### config.mk
export PLATFORM = sky130hd
export DESIGN_NAME = l1_dcache_ctrl_flat
export DESIGN_NICKNAME = d
export VERILOG_FILES = /design/src/rtl/l1_dcache_ctrl_if.sv /design/src/rtl/l1_dcache_ctrl.sv /design/src/flat_wrapper.sv
export SDC_FILE = /design/constraint.sdc
export NUM_CORES = 1
export LEC_CHECK = 0
export ABC_CLOCK_PERIOD_IN_PS = 6500
export CORE_ASPECT_RATIO = 0.5
export CORE_UTILIZATION = 45
export CTS_BUF_LIST = sky130_fd_sc_hd__clkbuf_4 sky130_fd_sc_hd__clkbuf_8
export DETAILED_ROUTE_END_ITERATION = 8
export PLACE_DENSITY_LB_ADDON = 0.2
export SYNTH_ARGS = -nofsm -noshare
export SYNTH_HDL_FRONTEND = slang
export SYNTH_SLANG_ARGS = --single-unit
### constraint.sdc
create_clock -name clk -period 6.5 [get_ports clk]
set_input_delay 0.975 -clock clk [delete_from_list [all_inputs] [get_ports clk]]
set_output_delay 0.975 -clock clk [all_outputs]
set_load 0.01 [all_outputs]
### src/rtl/l1_dcache_ctrl_if.sv
// Memory-bus and snoop bundle between the L1 data cache and the shared arbiter.
// master = cache side (issues requests, observes snoops), slave = arbiter side.
interface l1_dcache_ctrl_if #(
  parameter int n         = 32,
  parameter int addr_size = 10
);
  logic                 bus_req;
  logic                 bus_we;
  logic [addr_size-1:0] bus_addr;
  logic [n-1:0]         bus_wdata;
  logic                 bus_grant;
  logic                 bus_ack;
  logic [n-1:0]         bus_rdata;
  logic                 snoop_valid;
  logic [addr_size-1:0] snoop_addr;

  modport master (
    output bus_req, bus_we, bus_addr, bus_wdata,
    input  bus_grant, bus_ack, bus_rdata, snoop_valid, snoop_addr
  );

  modport slave (
    input  bus_req, bus_we, bus_addr, bus_wdata,
    output bus_grant, bus_ack, bus_rdata, snoop_valid, snoop_addr
  );
endinterface

### src/rtl/l1_dcache_ctrl.sv
// Direct-mapped, one-word-per-line, write-through / write-allocate L1 data
// cache controller. Loads hit with zero latency; misses and all stores go to
// the shared bus. Snooped writes from the other core invalidate matching lines.
module l1_dcache_ctrl #(
  parameter int n          = 32,
  parameter int addr_size  = 10,
  parameter int index_size = 4
) (
  input  logic                 clk,
  input  logic                 reset,
  input  logic                 load_control,
  input  logic                 store_control,
  input  logic [addr_size-1:0] address,
  input  logic [n-1:0]         dmem_wdata,
  output logic [n-1:0]         dmem_rdata,
  output logic                 L1_busy,
  l1_dcache_ctrl_if.master     bus
);

  localparam int tag_size = addr_size - index_size;
  localparam int lines    = 1 << index_size;

  typedef enum logic [2:0] {
    IDLE, RD_REQ, RD_WAIT, WR_REQ, WR_WAIT, DONE
  } state_t;

  state_t state_q, state_d;

  logic [lines-1:0]     valid_q, valid_d;
  logic [tag_size-1:0]  tag_q  [lines];
  logic [n-1:0]         data_q [lines];

  logic [addr_size-1:0] bus_addr_q, bus_addr_d;
  logic [n-1:0]         bus_wdata_q, bus_wdata_d;

  logic [index_size-1:0] cpu_index, fill_index, snoop_index;
  logic [tag_size-1:0]   cpu_tag, fill_tag, snoop_tag;
  logic                  hit;
  logic                  fill_en;
  logic [n-1:0]          fill_data;

  assign cpu_index   = address[index_size-1:0];
  assign cpu_tag     = address[addr_size-1:index_size];
  assign fill_index  = bus_addr_q[index_size-1:0];
  assign fill_tag    = bus_addr_q[addr_size-1:index_size];
  assign snoop_index = bus.snoop_addr[index_size-1:0];
  assign snoop_tag   = bus.snoop_addr[addr_size-1:index_size];

  assign hit        = valid_q[cpu_index] && (tag_q[cpu_index] == cpu_tag);
  assign dmem_rdata = data_q[cpu_index];

  // A line is written when the outstanding bus transfer completes: read data
  // for a miss fill, the store word for a write-through allocate.
  assign fill_en   = bus.bus_ack && ((state_q == RD_WAIT) || (state_q == WR_WAIT));
  assign fill_data = (state_q == RD_WAIT) ? bus.bus_rdata : bus_wdata_q;

  assign bus.bus_addr  = bus_addr_q;
  assign bus.bus_wdata = bus_wdata_q;

  // Next-state, core stall and bus request decode.
  always_comb begin
    state_d      = state_q;
    bus_addr_d   = bus_addr_q;
    bus_wdata_d  = bus_wdata_q;
    L1_busy      = 1'b1;
    bus.bus_req  = 1'b0;
    bus.bus_we   = 1'b0;
    unique case (state_q)
      IDLE: begin
        if (store_control) begin
          // Stores always go to memory, and win over a simultaneous load.
          bus_addr_d  = address;
          bus_wdata_d = dmem_wdata;
          state_d     = WR_REQ;
        end else if (load_control) begin
          if (hit) begin
            L1_busy = 1'b0;
          end else begin
            bus_addr_d = address;
            state_d    = RD_REQ;
          end
        end else begin
          L1_busy = 1'b0;
        end
      end
      RD_REQ: begin
        bus.bus_req = 1'b1;
        if (bus.bus_grant) state_d = RD_WAIT;
      end
      RD_WAIT: begin
        bus.bus_req = 1'b1;
        // The load stays presented and hits from the refilled line next cycle.
        if (bus.bus_ack) state_d = IDLE;
      end
      WR_REQ: begin
        bus.bus_req = 1'b1;
        bus.bus_we  = 1'b1;
        if (bus.bus_grant) state_d = WR_WAIT;
      end
      WR_WAIT: begin
        bus.bus_req = 1'b1;
        bus.bus_we  = 1'b1;
        if (bus.bus_ack) state_d = DONE;
      end
      DONE: begin
        // One-cycle release so the core retires the store exactly once.
        L1_busy = 1'b0;
        state_d = IDLE;
      end
      default: state_d = IDLE;
    endcase
  end

  // Per-line valid update: a completing fill sets valid, a matching snoop
  // clears it. The snoop is compared against the tag the line will hold after
  // this edge, so a snoop landing with the fill ack leaves the line invalid.
  for (genvar gi = 0; gi < lines; gi++) begin : g_line
    logic                fill_here;
    logic                snoop_here;
    logic [tag_size-1:0] line_tag;
    logic                line_valid_d;

    always_comb begin
      fill_here    = fill_en && (fill_index == index_size'(gi));
      line_tag     = fill_here ? fill_tag : tag_q[gi];
      snoop_here   = bus.snoop_valid && (snoop_index == index_size'(gi)) &&
                     (snoop_tag == line_tag);
      line_valid_d = valid_q[gi];
      if (fill_here)  line_valid_d = 1'b1;
      if (snoop_here) line_valid_d = 1'b0;
    end

    assign valid_d[gi] = line_valid_d;
  end

  // Control state, valid bits and bus request registers.
  always_ff @(posedge clk) begin
    if (reset) begin
      state_q     <= IDLE;
      valid_q     <= '0;
      bus_addr_q  <= '0;
      bus_wdata_q <= '0;
    end else begin
      state_q     <= state_d;
      valid_q     <= valid_d;
      bus_addr_q  <= bus_addr_d;
      bus_wdata_q <= bus_wdata_d;
    end
  end

  // Tag and data arrays; contents are meaningless while the line is invalid.
  always_ff @(posedge clk) begin
    if (fill_en && !reset) begin
      tag_q[fill_index]  <= fill_tag;
      data_q[fill_index] <= fill_data;
    end
  end

endmodule
### src/flat_wrapper.sv
// flat-port wrapper written by rule: the top's interface ports become plain ports
module l1_dcache_ctrl_flat 
#(
  parameter int n          = 32,
  parameter int addr_size  = 10,
  parameter int index_size = 4
)
  (clk, reset, load_control, store_control, address, dmem_wdata, dmem_rdata, L1_busy, bus_bus_req, bus_bus_we, bus_bus_addr, bus_bus_wdata, bus_bus_grant, bus_bus_ack, bus_bus_rdata, bus_snoop_valid, bus_snoop_addr);
  l1_dcache_ctrl_if #(.n(n), .addr_size(addr_size)) bus_i ();
  input  logic clk;
  input  logic reset;
  input  logic load_control;
  input  logic store_control;
  input  logic [addr_size-1:0] address;
  input  logic [n-1:0] dmem_wdata;
  output logic [n-1:0] dmem_rdata;
  output logic L1_busy;
  output wire logic [$bits(bus_i.bus_req)-1:0] bus_bus_req;
  output wire logic [$bits(bus_i.bus_we)-1:0] bus_bus_we;
  output wire logic [$bits(bus_i.bus_addr)-1:0] bus_bus_addr;
  output wire logic [$bits(bus_i.bus_wdata)-1:0] bus_bus_wdata;
  input wire logic [$bits(bus_i.bus_grant)-1:0] bus_bus_grant;
  input wire logic [$bits(bus_i.bus_ack)-1:0] bus_bus_ack;
  input wire logic [$bits(bus_i.bus_rdata)-1:0] bus_bus_rdata;
  input wire logic [$bits(bus_i.snoop_valid)-1:0] bus_snoop_valid;
  input wire logic [$bits(bus_i.snoop_addr)-1:0] bus_snoop_addr;
  assign bus_bus_req = bus_i.bus_req;
  assign bus_bus_we = bus_i.bus_we;
  assign bus_bus_addr = bus_i.bus_addr;
  assign bus_bus_wdata = bus_i.bus_wdata;
  assign bus_i.bus_grant = bus_bus_grant;
  assign bus_i.bus_ack = bus_bus_ack;
  assign bus_i.bus_rdata = bus_bus_rdata;
  assign bus_i.snoop_valid = bus_snoop_valid;
  assign bus_i.snoop_addr = bus_snoop_addr;
  l1_dcache_ctrl #(.n(n), .addr_size(addr_size), .index_size(index_size)) u_core (.clk(clk), .reset(reset), .load_control(load_control), .store_control(store_control), .address(address), .dmem_wdata(dmem_wdata), .dmem_rdata(dmem_rdata), .L1_busy(L1_busy), .bus(bus_i));
endmodule
======== Word level (Yosys, flattened, before mapping) ========
Memory sizes are Yosys's and may differ from the RTL's.
Cells that the tools add are included.
W data, S select, Z words.
word-level totals
  register bits after elaboration ......... 61
  RAM bits ................................ 608
  input bits .............................. 91
  output and inout bits ................... 77
  memories kept ........................... 2
memories
  name           depth  bits a word  rd ports  clocked after Yosys merged registers in  write ports  line                  text
  u_core.data_q  16     32           1         0                                        1            l1_dcache_ctrl.sv:31  logic [n-1:0] data_q [lines];
  u_core.tag_q   16     6            17        0                                        1            l1_dcache_ctrl.sv:30  logic [tag_size-1:0] tag_q [lines];
operators by class
  magnitude comparators ................... 1
  equality and inequality tests ........... 59
  multiplexer cells ....................... 38
  reduce and logical (&&, ||, !) cells .... 78
operators with widths
  cell                  count
  $eq A6 B6 Y1          17
  $mux W6               16
  $eq A4 B4 Y1 const B  16
  $logic_and A1 B1 Y1   51
  $reduce_or A2 Y1      17
  $eq A4 B3 Y1 const B  8
  $mux W32              1
  $mux W10              3
  $mux W3               7
  $eq A4 B2 Y1 const B  4
  $pmux W3 S5           1
  $ne A2 B2 Y1 const B  5
  $eq A4 B1 Y1 const B  2
  $logic_not A4 Y1      2
  $mux W1               8
  $eq A3 B2 Y1 const B  2
  $eq A3 B3 Y1 const B  2
  $ne A3 B3 Y1 const B  2
  $reduce_and A6 Y1     1
  $lt A4 B5 Y1 const B  1
  $bmux W1 S4           1
  $reduce_or A4 Y1      1
  $eq A3 B1 Y1 const B  1
  $logic_not A3 Y1      1
  6 further kinds       6

======== Depth between registers and ports, before layout ========
Gate-level depths: netlist of run 1.
  depth after elaboration ................. 8
  gate-level depth with buffers ........... 12
  mapped depth without buffers ............ 8

======== Worst setup path after synthesis of run 1 ========
Ideal clock, no wire load.
  path type ............................... input to register
  start ................................... input port bus_bus_ack
  end ..................................... memory u_core.data_q[3][0] (enable)
  library setup time ...................... 528 ps
  data arrival time ....................... 5188 ps
  required time ........................... 5972 ps
  path slack .............................. 784 ps
  stages on the path ...................... 4
  path buffers ............................ 1
  cell sequence ........................... nand2b_1 > nand4bb_1 > clkbuf_1 > nor4_1
on the way
  word-level cells in the longest chain between the ends .. 4
RTL lines
  element                        line                   text
  start: declaration             flat_wrapper.sv:23     input wire logic [$bits(bus_i.bus_ack)-1:0] bus_bus_ack;
  $logic_and A1 B1 Y1            l1_dcache_ctrl.sv:54   assign fill_en = bus.bus_ack && ((state_q == RD_WAIT) || (state_q == WR_WAIT));
  $logic_and A1 B1 Y1            l1_dcache_ctrl.sv:153  if (fill_en && !reset) begin
  $mux W1                        l1_dcache_ctrl.sv:153
  $mux W1 (not written as such)  l1_dcache_ctrl.sv:155  data_q[fill_index] <= fill_data;
  end: declaration               l1_dcache_ctrl.sv:31
No other way between the ends.

======== Worst setup path after layout of run 1 ========
  start ................................... input port address[1]
  end ..................................... output port L1_busy
on the way
  word-level cells in the longest chain between the ends .. 7
RTL lines
  element                                        line                  text
  start: declaration                             flat_wrapper.sv:14    input logic [addr_size-1:0] address;
  $mem_v2 Z16 W6 or $bmux W1 S4 (tied branches)  --
  $eq A6 B6 Y1 or $mux W1 (tied branches)        l1_dcache_ctrl.sv:49  assign hit = valid_q[cpu_index] && (tag_q[cpu_index] == cpu_tag);
  $logic_and A1 B1 Y1 *                          l1_dcache_ctrl.sv:49
  $mux W1 *                                      l1_dcache_ctrl.sv:76  if (hit) begin
  $mux W1 *                                      l1_dcache_ctrl.sv:75  end else if (load_control) begin
  $mux W1 *                                      l1_dcache_ctrl.sv:70  if (store_control) begin
  $pmux W1 S2 *                                  l1_dcache_ctrl.sv:68  unique case (state_q)
  end: declaration                               flat_wrapper.sv:17    output logic L1_busy;
Every way passes the cells marked *; elsewhere a longest branch is shown, timed or not. The select of a mux whose other input is x is not followed.

==> results.tsv, run 1 <==
stage	metric	value	unit
run_status	status	completed	
floorplan	core-area	61600	µm²
cts	cts_made_buffers	94	
cts	cts_resized	0	
final_layout	nets	1821	
routing	detail_route.wl_per_cell	27.3	µm
synthesis	syn_area_per_cell	18.5	µm²
power	vdd_ir_drop_max	132	µV
floorplan	die_y	179	µm
routing	drt-initial-drc-count	1537	
cts	cts_hold_buf	0	
critical_path	crit_required	5.52	ns
critical_path	cp_common_cell	mux4_2	
final_layout	final_area	33000	µm²
synthesis	postSynthCellCount	1527	
floorplan	die_w	357	µm
cts	cts.path.max_buffers	3	
sta	drv_slew	0	
final_layout	syn2layout_area_growth	16.6	%
sta	setup_viol	0	
critical_path	slowest_delay	0.60	ns
place	place_area	31000	µm²
critical_path	worstRegToRegCells	5	
synthesis	yosysSeqAreaShare	68.9	%
global_routing	grt_max_degree	93	
routing	first_pass_iters	5	
power	seqPwrFrac	53.6	%
critical_path	crit_type	in2out	
power	power.switching	0.00222	W
routing	vias	15300	
cts	cts_tree	yes	
routing	final_antenna_net_count	0	
sta	period_share	76.8	%
power	clock_power_share	36.0	%
critical_path	worstPathArrival	4.01	ns
place	port_buffers	167	
power	comb_power_share	10.4	%
sta	tightest_slew	1.22	ns
synthesis	yosysTopAreaCellShare	64.6	%
synthesis	yosysWarnings	0	
synthesis	synth_nets	1618	
final_layout	layout-drive-gt1-share	25.5	%
power	total_leakage_power	10.9	nW
power	switching_share	24.2	%
floorplan	rows	64	
critical_path	crit_buf_inv	2	
routing	post-route-drc-count	0	
power	p_int	0.00697	W
sta	fin_skew	0.0346	ns
cts	clkLatencyLatePin	0.71	ns
routing	drt-total-wl	72.1	mm
cts	htreeDepth	3	
place	dpl_worst_slack	1.48	ns
synthesis	synth_top_area_cell	edfxtp_1	
place	dp_hpwl	42.0	mm
worst_hold_path	holdCritStartpoint	u_core.bus.bus_wdata[24]$_SDFFE_PP0P_	
final_layout	fillCellCount	4781	
global_routing	grt_usage	22.7	%
routing	vias_per_cell	5.81	
synthesis	synth_area_leaders	edfxtp_1 (65%), mux4_2 (15%), dfxtp_1 (4.3%), mux2i_1 (3.9%), xnor2_1 (1.8%)	
critical_path	rr_endpoint	u_core.data_q[12][27]$_DFFE_PP_	
cts	cts_setup_buffers	0	
critical_path	slowest_stage	mux4_2	
cts	cts_root_buf	clkbuf_8	
sta	period_minus_slack	4.99	ns
cts	clkTransAtPathRegs	0.06	ns
sta	hold_violations	0	
final_layout	layout_common_cells	edfxtp_1 (608), mux4_2 (188), clkdlybuf4s50_1 (162), mux2i_1 (109), clkbuf_8 (104)	
critical_path	cp-start-kind	input port	
synthesis	synth_cell_type_count	47	
critical_path	timing.rr.start	u_core.state_q[2]$_SDFFE_PP0P_	
critical_path	rrSetupSlack	2.77	ns
synthesis	syn_area	28300	µm²
place	gp_congestion	0.868	
worst_hold_path	hold_end	u_core.bus.bus_wdata[24]$_SDFFE_PP0P_	
global_routing	antenna_found_initial	1	
sta	fmax	0.200	GHz
floorplan	die-area	63900	µm²
critical_path	path_cells	buf_6, mux4_2, mux4_2, xnor2_1, o211a_1, a31oi_2, nor2b_1, a31oi_1, clkdlybuf4s50_1	
sta	slew_headroom	18.5	%
sta	rsz0062_at_grt	no	
worst_hold_path	hp-class	reg2reg	
critical_path	crit_family	multiplexers	
global_routing	grt_pass1_vias	15700	
final_layout	fin_util	53.5	%
final_layout	seq_area	19500	µm²
flow_run	maxCapViolCount	0	
cts	cts_sinks	669	
global_routing	grt_pass1_wl	104	mm
floorplan	initial_core_util	45.9	%
worst_hold_path	hold_depth	2	
synthesis	synth_seq_cells	669	
final_layout	multi_input_area	8460	µm²
global_routing	overflow	0	
critical_path	path_max_fanout	58	
sta	setup_slack	1.51	ns
critical_path	worst_setup_path_end_kind	output port	
power	power.density	279	nW/µm²
floorplan	io_pins	168	
final_layout	final_common_cell	edfxtp_1	
sta	final.setup.tns	0	ns
## tightest hold or removal path, cell delays in order, from the launching register on
cell,delay [ns]
dfxtp_1,0.32
nand2_1,0.05
a21oi_1,0.05
## flip-flops by register name, indices dropped and copies added (netlist names)
register              cells
u_core.tag_q             96
u_core.data_q           512
u_core.valid_q           16
u_core.bus.bus_wdata     32
u_core.bus.bus_addr      10
u_core.state_q            3
## synthesized netlist by cell type, drive strengths merged
cell type / number
a21bo: 10
nor3: 30
inv: 3
nand2b: 5
nor4b: 2
or3b: 3
a221oi: 2
a2111oi: 1
o211a: 1
mux4: 188
nand4bb: 1
a31oi: 3
clkbuf: 55
dfxtp: 61
edfxtp: 608
nand3: 21
xor2: 51
mux2: 36
mux2i: 109
o21ai: 5
nand4: 12
a22o: 1
nor2b: 15
or4: 1
nor3b: 1
nand4b: 1
o22ai: 3
nand2: 84
and2: 1
xnor2: 58
buf: 52
nor2: 29
nand3b: 1
a21oi: 54
nor4: 19
## metrics by stage
| stage | cells | total power [W] | hold slack [ns] |
|---|---|---|---|
| floorplan | 1527 | 0.00558 | 0.444 |
| CTS | 2636 | 0.00927 | 0.469 |
| global placement | 2459 | 0.00595 | 0.453 |
| global route | 2637 | 0.00950 | 0.495 |
| finish | 2637 | 0.00920 | 0.469 |
| detailed placement | 2459 | 0.00598 | 0.461 |
## power groups by stage
stage	logic, W	registers [W]	clock network, W
after global routing	0.00102	0.00493	0.00354
after global placement	0.000930	0.00502	0
final	0.000958	0.00493	0.00331
after CTS	0.000964	0.00493	0.00337
after detailed placement	0.000961	0.00502	0
after floorplan	0.000557	0.00502	0
## layout make-up
class | instances | share of cell area [%]
clock inverters | 37 | 0.623
repair buffers | 214 | 6.28
clock buffers | 140 | 5.16
well taps | 825 | 3.13
multi-input cells | 748 | 25.7
diodes | 1 | 0.00759
flip-flops and latches | 669 | 59.1
inverters | 3 | 0.0342
## per-layer routing
| layer | routed length, µm | share of wire [%] | global-route usage [%] | vias to the layer above |
|---|---|---|---|---|
| met2 | 35200 | 49 | 36.8 | 512 |
| met4 | 1560 | 2.2 | 6.40 | 0 |
| met3 | 4030 | 5.6 | 3.83 | 105 |
| met5 | 0 | 0 | 0 | - |
| li1 | - | - | - | 6532 |
| met1 | 31400 | 43 | 31.8 | 8166 |
## cell families after synthesis
group	share of synthesized area (%)
buffers and inverters	1.65
XOR/XNOR	3.40
multiplexers	20.3
AO/OA/AOI/OAI	1.71
AND/OR/NAND/NOR	4.08
flip-flops	68.9
## how the worst max path moves through the flow
stage	cells past startpoint	startpoint	to	slack (ns)
2_1_floorplan	4	bus_bus_ack	u_core.data_q[3][0]$_DFFE_PP_	0.78
3_3_place_gp	9	address[0]	L1_busy	1.48
6_report	9	address[1]	L1_busy	1.51
4_1_cts	10	address[0]	L1_busy	1.46
3_5_place_dp	10	address[0]	L1_busy	1.48
5_1_grt	9	address[0]	L1_busy	1.30
No activity file was read; power rests on OpenSTA's default activity.
==> run 2: changes to the inputs <==
--- a/config.mk
+++ b/config.mk
@@ -5,7 +5,7 @@
 export SDC_FILE = /design/constraint.sdc
 export NUM_CORES = 1
 export LEC_CHECK = 0
-export ABC_CLOCK_PERIOD_IN_PS = 6500
+export ABC_CLOCK_PERIOD_IN_PS = 4600
 export CORE_ASPECT_RATIO = 0.5
 export CORE_UTILIZATION = 45
 export CTS_BUF_LIST = sky130_fd_sc_hd__clkbuf_4 sky130_fd_sc_hd__clkbuf_8
==> constraint.sdc (replaced) <==
create_clock -name clk -period 4.6 [get_ports clk]
set_input_delay 0.69 -clock clk [delete_from_list [all_inputs] [get_ports clk]]
set_output_delay 0.69 -clock clk [all_outputs]
set_load 0.01 [all_outputs]
==> results.tsv, run 2 (synthesized netlist as in run 1, its figures left out) <==
stage	metric	value	unit	change
run_status	status	completed		
cts	cts_made_buffers	95		+1.1%
cts	clkLatencyLatePin	0.69	ns	-0.02 ns
global_routing	antenna_found_initial	1		unchanged
sta	period_share	91.2	%	
routing	post-route-drc-count	0		unchanged
floorplan	die_w	357	µm	unchanged
cts	cts_root_buf	clkbuf_8		
routing	vias_per_cell	5.77		-0.59%
worst_hold_path	hp-class	reg2reg		
cts	cts_resized	0		unchanged
cts	cts_hold_buf	0		unchanged
sta	setup_viol	0		unchanged
cts	cts.path.max_buffers	3		unchanged
routing	drt-total-wl	71.6	mm	-0.70%
global_routing	overflow	0		unchanged
critical_path	worst_setup_path_end_kind	output port		
global_routing	grt_usage	22.7	%	+0.038 points
final_layout	syn2layout_area_growth	17.5	%	
routing	vias	15300		-0.37%
routing	detail_route.wl_per_cell	27.1	µm	-0.92%
sta	hold_violations	0		unchanged
sta	drv_slew	0		unchanged
global_routing	grt_pass1_wl	104	mm	about the same
final_layout	final_area	33200	µm²	+0.79%
place	place_area	31300	µm²	+0.75%
place	dp_hpwl	41.2	mm	-2.1%
final_layout	multi_input_area	8470	µm²	+0.15%
final_layout	seq_area	19500	µm²	unchanged
power	p_total	0.0131	W	+42%
floorplan	io_pins	168		unchanged
routing	drt-initial-drc-count	1495		-2.7%
global_routing	grt_pass1_vias	15600		-0.57%
critical_path	worstPathArrival	3.50	ns	-0.51 ns
critical_path	path_max_fanout	39		-33%
sta	final.setup.tns	0	ns	unchanged
critical_path	cp-start-kind	input port		
cts	clkTransAtPathRegs	0.07	ns	about the same
sta	rsz0062_at_grt	no		
sta	fmax	0.238	GHz	
routing	first_pass_iters	5		unchanged
floorplan	core-area	61600	µm²	unchanged
global_routing	grt_max_degree	66		-29%
cts	htreeDepth	3		unchanged
sta	period_minus_slack	4.19	ns	
sta	tightest_slew	1.17	ns	-0.0436 ns
final_layout	fillCellCount	4725		-1.2%
sta	fin_skew	0.0458	ns	+0.0112 ns
floorplan	rows	64		unchanged
final_layout	final_common_cell	edfxtp_1		
routing	final_antenna_net_count	0		unchanged
power	vdd_ir_drop_max	198	µV	+50%
final_layout	layout_common_cells	edfxtp_1 (608), mux4_2 (188), clkdlybuf4s50_1 (162), mux2i_1 (109), clkbuf_8 (103)		
power	total_leakage_power	11.0	nW	+0.80%
floorplan	die_y	179	µm	unchanged
final_layout	nets	1828		+0.38%
sta	slew_headroom	21.4	%	+2.9 points
floorplan	initial_core_util	45.9	%	unchanged
critical_path	crit_required	3.91	ns	-1.61 ns
final_layout	layout-drive-gt1-share	25.8	%	+0.30 points
final_layout	largest_register_ffs	512		unchanged
power	power.density	393	nW/µm²	+41%
final_layout	largest-register	u_core.data_q		
cts	cts_tree	yes		
critical_path	crit_type	in2out		
place	gp_congestion	0.888		+2.4%
floorplan	die-area	63900	µm²	unchanged
cts	cts_setup_buffers	0		unchanged
cts	cts_sinks	669		unchanged
flow_run	maxCapViolCount	0		unchanged
place	port_buffers	167		unchanged
==> run 2: worst paths after layout <==
kind                                                            start                                     to  slack (ns)  depth (start not counted)
worst max-delay path                                       address[1]                                L1_busy        0.41                          9
worst min-delay path            u_core.bus.bus_wdata[27]$_SDFFE_PP0P_  u_core.bus.bus_wdata[27]$_SDFFE_PP0P_        0.47                          2
worst max register to register         u_core.state_q[2]$_SDFFE_PP0P_        u_core.valid_q[11]$_SDFFE_PP0P_        1.26                         10
worst min register to register  u_core.bus.bus_wdata[27]$_SDFFE_PP0P_  u_core.bus.bus_wdata[27]$_SDFFE_PP0P_        0.47                          2
==> run 2: report_power, final <==
group	internal (W)	leakage, nW	switching (W)
clock network	0.00245	1.03	0.00229
registers	0.00690	6.09	0.0000883
logic	0.000558	3.85	0.000765
==> run 2: routing by layer <==
metal	part of all wire (%)	vias up	track usage, %
li1	-	6548	-
met1	44	8129	32.2
met2	49	486	36.5
met3	5.7	96	3.87
met4	1.9	0	6.28
met5	0	-	0
==> run 2: worst max-delay path: stages <==
cell and delay, ns:
buf_6 0.36, mux4_2 0.57, mux4_2 0.49, xnor2_1 0.14, o211a_1 0.14, a31oi_2 0.25, nor2b_1 0.08, a31oi_1 0.17
clkdlybuf4s50_1 0.57
==> run 2: final cells by class <==
type	instances	share of cell area, %
diodes	1	0.00753
inverters	3	0.0339
clock inverters	43	0.859
well taps	825	3.11
clock buffers	134	4.97
repair buffers	220	6.90
flip-flops and latches	669	58.6
multi-input cells	748	25.5
==> run 2: through the flow <==
stage | hold slack (ns) | util [%] | worst slack (ns) | cells
floorplan | 0.444 | - | 0.169 | 1527
global placement | 0.453 | 50.8 | 0.402 | 2465
detailed placement | 0.460 | 50.8 | 0.425 | 2465
CTS | 0.469 | 53.9 | 0.394 | 2642
global route | 0.492 | 53.9 | 0.313 | 2643
finish | 0.470 | 53.9 | 0.406 | 2643
==> run 3: changes to the inputs <==
--- a/config.mk
+++ b/config.mk
@@ -11,6 +11,7 @@
 export CTS_BUF_LIST = sky130_fd_sc_hd__clkbuf_4 sky130_fd_sc_hd__clkbuf_8
 export DETAILED_ROUTE_END_ITERATION = 8
 export PLACE_DENSITY_LB_ADDON = 0.2
+export REMOVE_ABC_BUFFERS = 1
 export SYNTH_ARGS = -nofsm -noshare
 export SYNTH_HDL_FRONTEND = slang
 export SYNTH_SLANG_ARGS = --single-unit
==> results.tsv, run 3 (synthesized netlist as in run 1, its figures left out) <==
stage	metric	value	unit	change
critical_path	worstPathArrival	3.56	ns	+0.06 ns
power	power.density	393	nW/µm²	-0.14%
cts	cts_sinks	669		unchanged
critical_path	crit_required	3.91	ns	about the same
final_layout	largest_register_ffs	512		unchanged
sta	fmax	0.235	GHz	-1.4%
global_routing	grt_max_degree	132		+100%
cts	cts_hold_buf	0		unchanged
cts	cts_made_buffers	93		-2.1%
critical_path	slowest_stage	clkdlybuf4s50_1		
global_routing	grt_pass1_wl	105	mm	+0.61%
routing	post-route-drc-count	0		unchanged
sta	setup_viol	0		unchanged
routing	vias_per_cell	5.82		+0.84%
sta	fin_skew	0.0376	ns	-0.00825 ns
final_layout	final_area	33200	µm²	about the same
cts	cts_tree	yes		
routing	drt-initial-drc-count	1491		-0.27%
global_routing	overflow	0		unchanged
sta	period_share	92.5	%	+1.3 points
critical_path	cp_common_cell	mux4_2		
flow_run	maxCapViolCount	0		unchanged
final_layout	stdcell_count	2640		-0.11%
final_layout	syn2layout_area_growth	17.5	%	about the same
global_routing	antenna_found_initial	2		+1
routing	first_pass_iters	7		+2
floorplan	io_pins	168		unchanged
routing	final_antenna_net_count	0		unchanged
place	place_inst	2465		unchanged
sta	slew_headroom	28.4	%	+7.0 points
sta	hold_violations	0		unchanged
cts	cts_setup_buffers	0		unchanged
critical_path	worst_setup_path_end_kind	output port		
critical_path	slowest_delay	0.59	ns	+0.02 ns
final_layout	layout-drive-gt1-share	26.0	%	+0.22 points
critical_path	path_max_fanout	2		-95%
routing	vias	15400		+0.72%
floorplan	die_y	179	µm	unchanged
cts	cts_resized	0		unchanged
place	dp_hpwl	41.0	mm	-0.48%
final_layout	largest-register	u_core.data_q		
cts	clkTransAtPathRegs	0.07	ns	about the same
critical_path	crit_type	reg2out		
place	gp_congestion	0.890		+0.18%
cts	htreeDepth	3		unchanged
floorplan	core-area	61600	µm²	unchanged
final_layout	final_common_cell	edfxtp_1		
worst_hold_path	hp-class	reg2reg		
global_routing	grt_usage	22.8	%	+0.079 points
final_layout	nets	1826		-0.11%
cts	clkLatencyLatePin	0.68	ns	about the same
floorplan	die_w	357	µm	unchanged
floorplan	initial_core_util	45.9	%	unchanged
floorplan	die-area	63900	µm²	unchanged
final_layout	layout_common_cells	edfxtp_1 (608), mux4_2 (188), clkdlybuf4s50_1 (162), mux2i_1 (109), clkbuf_8 (108)		
final_layout	seq_area	19500	µm²	unchanged
critical_path	cp-start-kind	flip-flop		
critical_path	crit_buf_inv	1		-1
floorplan	rows	64		unchanged
sta	rsz0062_at_grt	no		
sta	tightest_slew	1.07	ns	-0.104 ns
run_status	status	completed		
final_layout	fillCellCount	4791		+1.4%
cts	cts.path.max_buffers	3		unchanged
power	total_leakage_power	11.0	nW	about the same
critical_path	path_cells	mux4_2, mux4_2, xnor2_1, o211a_1, a31oi_2, nor2b_1, a31oi_1, clkdlybuf4s50_1		
sta	drv_slew	0		unchanged
critical_path	crit_family	multiplexers		
cts	cts_root_buf	clkbuf_8		
place	port_buffers	167		unchanged
place	place_area	31300	µm²	about the same
global_routing	grt_pass1_vias	15900		+1.7%
routing	drt-total-wl	72.3	mm	+0.92%
power	vdd_ir_drop_max	200	µV	+0.99%
routing	detail_route.wl_per_cell	27.4	µm	+1.0%
sta	period_minus_slack	4.25	ns	+0.0603 ns
final_layout	multi_input_area	8460	µm²	-0.10%
run 3: cell types whose count changed in the layout (fill, tap and decap cells not counted), sizes merged:
cell and change:
clkinv -17, clkbuf +15, bufinv -2, clkinvlp +1, diode +1, inv -1
run 3: through the flow:
step                hold slack [ns]  TNS [ns]  total power, W  worst slack (ns)  util, %
floorplan                     0.434    -32.83         0.00777            -0.864        -
global placement              0.451         0         0.00842             0.380     50.8
detailed placement            0.459         0         0.00846             0.392     50.8
CTS                           0.468         0          0.0131             0.328     54.0
global route                  0.498         0          0.0135             0.244     54.0
finish                        0.468         0          0.0130             0.346     54.0
run 3: metal layers:
metal  wire (µm)  up-vias  part of all wire, %  global-route usage, %
met3        4110      153                  5.7                   3.84
met5           0        -                    0                      0
li1            -     6546                    -                      -
met1       31400     8139                   44                   31.6
met2       34800      531                   48                   37.0
met4        1930        0                  2.7                   7.33
run 3: final cells by class:
cell class	count	share of cell area (%)
diodes	2	0.0151
flip-flops and latches	669	58.6
repair buffers	220	6.97
multi-input cells	748	25.5
inverters	3	0.0339
clock inverters	24	0.392
clock buffers	149	5.40
well taps	825	3.11
run 3: report_power, final:
group          internal [W]  switching (W)  total (W)  leakage, nW
logic              0.000565       0.000778    0.00134         3.85
registers           0.00690      0.0000802    0.00698         6.09
clock network       0.00248        0.00223    0.00472         1.03
run 3: tightest hold or removal path: cells and delay by family, from the launching register on:
kind / cells / cell delay (ns)
compound gates: 1 / 0.05
flops: 1 / 0.32
simple gates: 1 / 0.05
run 3: path summary, 6_finish.rpt:
| check | slack [ns] | startpoint | cells past startpoint | endpoint |
|---|---|---|---|---|
| setup / recovery | 0.35 | u_core.tag_q[7][4]$_DFFE_PP_ | 8 | L1_busy |
| hold reg to reg | 0.47 | u_core.bus.bus_wdata[11]$_SDFFE_PP0P_ | 2 | u_core.bus.bus_wdata[11]$_SDFFE_PP0P_ |
| hold / removal | 0.47 | u_core.bus.bus_wdata[11]$_SDFFE_PP0P_ | 2 | u_core.bus.bus_wdata[11]$_SDFFE_PP0P_ |
| setup reg to reg | 1.47 | u_core.state_q[2]$_SDFFE_PP0P_ | 8 | u_core.valid_q[15]$_SDFFE_PP0P_ |
